### config.mk
export PLATFORM = sky130hd
export DESIGN_NAME = cpu_datapath
export DESIGN_NICKNAME = d
export VERILOG_FILES = /design/src/rtl/cpu_datapath.sv
export SDC_FILE = /design/constraint.sdc
export NUM_CORES = 1
export LEC_CHECK = 0
export ABC_AREA = 1
export ABC_CLOCK_PERIOD_IN_PS = 2500
export CAP_MARGIN = 10
export CELL_PAD_IN_SITES_DETAIL_PLACEMENT = 2
export CELL_PAD_IN_SITES_GLOBAL_PLACEMENT = 2
export CORE_ASPECT_RATIO = 1.25
export CORE_MARGIN = 4
export CORE_UTILIZATION = 22
export CTS_CLUSTER_SIZE = 30
export DETAILED_ROUTE_END_ITERATION = 8
export PLACE_DENSITY_LB_ADDON = 0.1
export SLEW_MARGIN = 20
export SYNTH_ARGS = -nofsm -noshare
export SYNTH_HDL_FRONTEND = slang
export SYNTH_SLANG_ARGS = --single-unit
### constraint.sdc
create_clock -name clock -period 2.5 [get_ports clock]
set_clock_uncertainty 0.2 [all_clocks]
set_input_delay 0.5 -clock clock [delete_from_list [all_inputs] [get_ports clock]]
set_output_delay 0.5 -clock clock [all_outputs]
set_load 0.05 [all_outputs]
### src/rtl/cpu_datapath.sv
// Bus-centric CPU datapath slice: one-hot selected 32-bit shared bus and the
// Memory Data Register, loaded from the bus or from memory read data.
module cpu_datapath (
   input  logic        clock,
   input  logic        clear,
   input  logic [31:0] encoder_input,
   input  logic        MDR_enable,
   input  logic        Read,
   input  logic [31:0] MDR_data_in,
   output logic [31:0] bus_data
);
   localparam int DATA_W = 32;

   logic [DATA_W-1:0] gpr [16];
   logic [DATA_W-1:0] hi;
   logic [DATA_W-1:0] lo;
   logic [DATA_W-1:0] zhigh;
   logic [DATA_W-1:0] zlow;
   logic [DATA_W-1:0] pc;
   logic [DATA_W-1:0] inport;
   logic [DATA_W-1:0] mdr;
   logic [DATA_W-1:0] mdr_d;
   logic [DATA_W-1:0] C_sign_extended;
   logic [4:0]        src_code;
   logic              src_vld;

   // Immediate source stays zero until the IR/sign-extend block drives it.
   assign C_sign_extended = '0;

   // These registers have no load path yet; they only clear and hold.
   always_ff @(posedge clock) begin
      if (clear) begin
         for (int i = 0; i < 16; i++) begin
            gpr[i] <= '0;
         end
         hi     <= '0;
         lo     <= '0;
         zhigh  <= '0;
         zlow   <= '0;
         pc     <= '0;
         inport <= '0;
      end
   end

   // Scan from the top so the lowest set select bit is the last one written.
   always_comb begin
      src_code = 5'd0;
      src_vld  = 1'b0;
      for (int i = 31; i >= 0; i--) begin
         if (encoder_input[i]) begin
            src_code = 5'(i);
            src_vld  = 1'b1;
         end
      end
   end

   always_comb begin
      bus_data = '0;
      if (src_vld) begin
         if (src_code < 5'd16) begin
            bus_data = gpr[src_code[3:0]];
         end else begin
            case (src_code)
               5'd16:   bus_data = hi;
               5'd17:   bus_data = lo;
               5'd18:   bus_data = zhigh;
               5'd19:   bus_data = zlow;
               5'd20:   bus_data = pc;
               5'd21:   bus_data = mdr;
               5'd22:   bus_data = inport;
               5'd23:   bus_data = C_sign_extended;
               default: bus_data = '0;
            endcase
         end
      end
   end

   assign mdr_d = Read ? MDR_data_in : bus_data;

   always_ff @(posedge clock) begin
      if (clear) begin
         mdr <= '0;
      end else if (MDR_enable) begin
         mdr <= mdr_d;
      end
   end

endmodule

; ---- Yosys cells after proc, flatten, opt, wreduce, memory -nomap -nowiden
; Cells that the tools add are included.
[totals]
register_bits = 32
inputBits = 68
output_inout_bits = 32
elab_cells = 71
[op_classes]
order_cmp = 1
eq_ne = 1
n_mux = 68
[ops]
columns = operator, count
row1 = 5-bit 2-to-1 mux, 32
row2 = 32-bit 2-to-1 mux, 4
row3 = 1-bit 2-to-1 mux, 32
row4 = "5-bit == test, second input constant", 1
row5 = "5-bit less-than comparator, second input constant", 1

; ---- Depth between registers and ports, before layout
[depth]
ltp_word = 37
mapped_depth = 24
mapped_depth_nobuf = 23

; ---- Least setup slack after synthesis
; No wires, ideal clock.
[synth_path]
path_type = input -> output
startpoint = input encoder_input[15]
endpoint = output bus_data[10]
arrival_time_ns = 1.935
required_time_ns = 1.800
path_slack_ns = -0.135
cell_stages = 7
n_path_buf = 1
path_cell_list = or2_1 > nor3_1 > nand4_1 > nor3_4 > buf_4 > nand3_2 > inv_1
[synth_between]
elab_chain_len = 20
elab_cells_between_ends = 37
cone_classes = order compare (1) / eq/ne (1) / mux (35)
[synth_rtl]
columns = item, line
row1 = "start, declared", 6  ; input logic [31:0] encoder_input,
row2 = branches (longest 19 deep; another with 5-bit 2-to-1 mux), -
row3 = 32-bit 2-to-1 mux *, 59  ; if (src_vld) begin
row4 = "end, declared", 10  ; output logic [31:0] bus_data
; Mark *: on every way between the ends.

; ---- Final worst setup path
[layout_path]
startpoint = input encoder_input[14]
endpoint = output bus_data[4]
[layout_between]
elab_chain_len = 19
elab_cells_between_ends = 35
cone_classes = order compare (1) / eq/ne (1) / mux (33)
[layout_rtl]
columns = item, line
row1 = branches (longest 18 deep; another with 5-bit 2-to-1 mux), -
row2 = 32-bit 2-to-1 mux *, 59
; Marked as above.

==> flow_summary.rst <==
.. list-table::
   :header-rows: 1

   * - Metric
     - Value
   * - Maximum number of pins on one net before global-route repair
     - 65
   * - Number of setup violations in the final report
     - 35
   * - Fraction of the yosys area taken by sequential cells
     - between 20% and 30%
   * - DP Wirelength
     - about 7300 µm
   * - Number of antenna violations at the first check in global routing
     - 0
   * - Crit-path max FO
     - 6
   * - Cell area after synthesis
     - 2699 µm²
   * - Net count of the finished layout
     - 652
   * - Hold-critical path endpoint
     - mdr[0]
   * - Combinational cell fraction of total power
     - 26.2%
   * - IR drop worst, VDD
     - 0.0002456 V
   * - Sequential group share of total power
     - roughly 32%
   * - Wire length of the first global-routing pass
     - 18910 µm
   * - Number of cells on the worst hold path
     - 2
   * - Largest stage delay on the critical path
     - ~0.25 ns
   * - H-tree depth reported by CTS
     - 2
   * - RSZ-0062 raised after global routing
     - yes
   * - Proportion of netlist area held by the largest area contributor
     - 23.74%
   * - Min-delay src
     - mdr[0]
   * - Post-synth top area cell
     - sky130_fd_sc_hd__dfxtp_1
   * - Kind of end point of the critical path
     - primary output
   * - Pwr per Cell Area
     - 315.3 nW/µm²
   * - Largest registers ranked by flip-flop count
     - mdr (32)
   * - Total power of the final layout
     - 1707 µW
   * - Routed via count divided by cell count
     - 4.430
   * - Die Ht
     - 131.8 µm
   * - Initial core utilization
     - 22.80%
   * - Minimum setup slack among reg-to-reg paths
     - 1.12 ns
   * - Largest delay contributor family on the critical path
     - buffers and inverters
   * - Worst-case setup margin in the final layout
     - -0.5590 ns
   * - Synthesis Warnings
     - 0
   * - Number of input and output port buffers inserted
     - 99
   * - Switching power share of the total
     - 28.80%
   * - Clock tree root buffer cell
     - sky130_fd_sc_hd__clkbuf_16
   * - Achievable Freq
     - 0.3269 GHz
   * - Clock slew at the register clock pins of the worst setup and hold paths
     - about 0.060 ns
   * - Number of iterations in the first detailed-routing pass
     - 4
   * - Fin cells
     - between 700 and 800
   * - Part of the power in the clock network
     - 41.6%
   * - Final core utilization
     - 45.74%
   * - Data arrival time of the critical path
     - 2.36 ns
   * - Reg-to-reg endpoint
     - mdr[25]
   * - Die outline area
     - roughly 14000 µm²
   * - Number of buffers created by CTS
     - 5
   * - Die width
     - roughly 110 µm
   * - WS Path Type
     - in2out
   * - Number of design rule violations left after detail routing
     - 0
   * - Kind of start point of the critical path
     - primary input
   * - Synth-to-Final Area Change
     - 100.6%
   * - Result of the run
     - finished, violations left
   * - Combined global-route utilization of all metal layers
     - 16.65%
   * - Cell internal power dissipation
     - 1215 µW
   * - IO Pins
     - 100
   * - TritonCTS clock tree
     - done
   * - Worst reg2reg path depth
     - 8
   * - CP Cell Sequence
     - clkdlybuf4s15_1 -> or2_4 -> buf_4 -> nor3_1 -> a21oi_1 -> nor3_4 -> buf_6 -> buf_12 -> nand3_2 -> clkinvlp_4 -> buf_6
   * - Core region area
     - 11840 µm²
   * - Most common library cell in the layout ignoring fill and taps
     - sky130_fd_sc_hd__nand2_1
   * - Worst-case headroom to the max-slew limit
     - 62.72%
   * - Static Leak
     - ~0.0020 µW
   * - Synthesized Nets
     - 511
   * - Cell type of the slowest stage on the worst timing path
     - sky130_fd_sc_hd__or2_4
   * - Number of rows created at floorplan
     - between 40 and 50
   * - Register with the most flip-flops
     - mdr
   * - Net load switching power
     - 491.6 µW
   * - Reg-to-reg critical path startpoint
     - mdr[25]
   * - Count of placed standard cells including taps
     - 703
   * - Top post-synthesis cells by area
     - sky130_fd_sc_hd__dfxtp_1 24%, sky130_fd_sc_hd__nand2_1 16%, sky130_fd_sc_hd__nor2_1 14%
   * - Final-report max-slew violation count
     - 0
   * - Worst min-delay path category
     - reg2reg
   * - Synth cell types
     - 27
   * - Violated checks
     - negative setup slack
   * - Final period demand of the worst path
     - 3.059 ns
   * - Worst path required time
     - roughly 1.8 ns
   * - CTS Buffer Depth
     - 2
   * - Fillers
     - around 1300
   * - Mean cell area of the mapped netlist
     - 6.092 µm²
   * - Tightest Pin Transition
     - between 0.5 and 0.6 ns
   * - Worst-skew pair later-pin latency
     - 0.28 ns
   * - Share of post-route cells with drive strength above 1
     - between 40% and 50%
   * - Number of cells produced by synthesis
     - 443
   * - Number of hold violations in the final report
     - 0
   * - Antenna cells
     - 0
   * - Clock sink total
     - 32
   * - Largest register FFs
     - 32
   * - Via count
     - 3305
   * - Area taken by flip-flops and latches
     - 640.6 µm²
   * - Placer Congestion
     - 0.6835
   * - WL/cell
     - ~16 µm
   * - Initial DRC count
     - 61
   * - Remaining Overflow, GRT
     - 0
   * - Period utilisation layout
     - 122.4%
   * - Total wirelength of the detailed-routed design
     - 11990 µm
   * - Most frequent cells in the layout
     - 86 x sky130_fd_sc_hd__nand2_1, 85 x sky130_fd_sc_hd__nor2_1, 43 x sky130_fd_sc_hd__inv_1
   * - Final ANT Viol Nets
     - 0
   * - Top cell by count, worst path
     - sky130_fd_sc_hd__buf_6
   * - Bufs and invs on worst path
     - 6
   * - Area of the multi-input gates
     - 2051 µm²
   * - Register bit count reported by yosys
     - 32
   * - Maximum capacitance violations
     - 0
   * - Vias in the first global route
     - about 3800
-- cells in the mapped netlist --
cell / instances
sky130_fd_sc_hd__nand2_1: 114
sky130_fd_sc_hd__nor2_1: 102
sky130_fd_sc_hd__inv_1: 80
sky130_fd_sc_hd__dfxtp_1: 32
sky130_fd_sc_hd__nand3_2: 30
sky130_fd_sc_hd__a21oi_2: 28
sky130_fd_sc_hd__clkbuf_1: 10
sky130_fd_sc_hd__a21oi_1: 6
sky130_fd_sc_hd__nor3_1: 6
sky130_fd_sc_hd__nand3_1: 5
sky130_fd_sc_hd__buf_1: 4
sky130_fd_sc_hd__buf_12: 3
sky130_fd_sc_hd__buf_2: 3
sky130_fd_sc_hd__buf_4: 3
sky130_fd_sc_hd__inv_2: 3
sky130_fd_sc_hd__nand4_1: 2
sky130_fd_sc_hd__o21ai_0: 2
sky130_fd_sc_hd__a2111oi_4: 1
sky130_fd_sc_hd__buf_8: 1
sky130_fd_sc_hd__nand2_2: 1
sky130_fd_sc_hd__nand2_4: 1
sky130_fd_sc_hd__nor2_2: 1
sky130_fd_sc_hd__nor3_2: 1
sky130_fd_sc_hd__nor3_4: 1
sky130_fd_sc_hd__nor4_2: 1
sky130_fd_sc_hd__nor4_4: 1
sky130_fd_sc_hd__or2_1: 1
-- logic make-up after synthesis --
logic type	after synthesis	share of synthesized area, %
and+or+nand+nor	267	47.01
DFF	32	23.74
AOI/OAI and AO/OA	37	11.59
buffers and inverters	107	17.66
-- worst min-delay path: cells and delay by family, from the launching register on --
kind	cells	cell delay, ns
and+or+nand+nor	1	0.06
DFF	1	0.31
AOI/OAI and AO/OA	1	0.06
-- cell type report --
| class | count | area share (%) |
|---|---|---|
| flip-flops and latches | 32 | 11.83 |
| clock inverters | 3 | 0.7858 |
| multi-input cells | 304 | 37.88 |
| repair buffers | 158 | 35.50 |
| inverters | 83 | 7.973 |
| clock buffers | 5 | 2.311 |
| well taps | 161 | 3.721 |
-- power by group through the flow --
stage / Clock [µW] / Sequential [µW] / Combinational (µW)
final: 710 / 550 / 447
after global routing: 758 / 554 / 490
after CTS: 731 / 550 / 424
after detailed placement: 0 / 561 / 372
after global placement: 0 / 559 / 362
after floorplan: 0 / 557 / 190
-- through the flow --
step / area [µm²] / hold slack, ns / setup WS (ns) / TNS, ns
2_1_floorplan: 2826 / 0.2393 / -0.06329 / -1.899
3_3_place_gp: 4259 / 0.2523 / -0.7208 / -30.34
3_5_place_dp: 4259 / 0.2610 / -0.8364 / -36.96
4_1_cts: 5197 / 0.2702 / -0.5324 / -16.17
5_1_grt: 5414 / 0.3018 / -0.6907 / -22.09
6_report: 5414 / 0.2706 / -0.5590 / -17.07
-- timing repair --
item	CTS	global route
pin swaps	53	38
endpoints found under the setup margin	63	63
cloned	6	0
resized for setup	173	55
setup buffers	21	11
hold buffers	0	0
-- metal layers --
layer	track usage [%]	share of wire, %	vias up
li1	-	-	1610
met1	17.65	37	1627
met2	33.44	59	58
met3	2.597	2.9	10
met4	3.696	1.2	0
met5	0	0	-
-- worst max path at each step --
stage | start | endpoint | slack, ns | cells past startpoint
CTS | encoder_input[30] | bus_data[14] | -0.53 | 24
global placement | encoder_input[27] | bus_data[7] | -0.72 | 16
detailed placement | encoder_input[31] | bus_data[7] | -0.84 | 23
global route | encoder_input[14] | bus_data[2] | -0.69 | 11
finish | encoder_input[14] | bus_data[4] | -0.56 | 11
floorplan | encoder_input[27] | bus_data[10] | -0.06 | 9
Power figures use the tool's default switching activity.
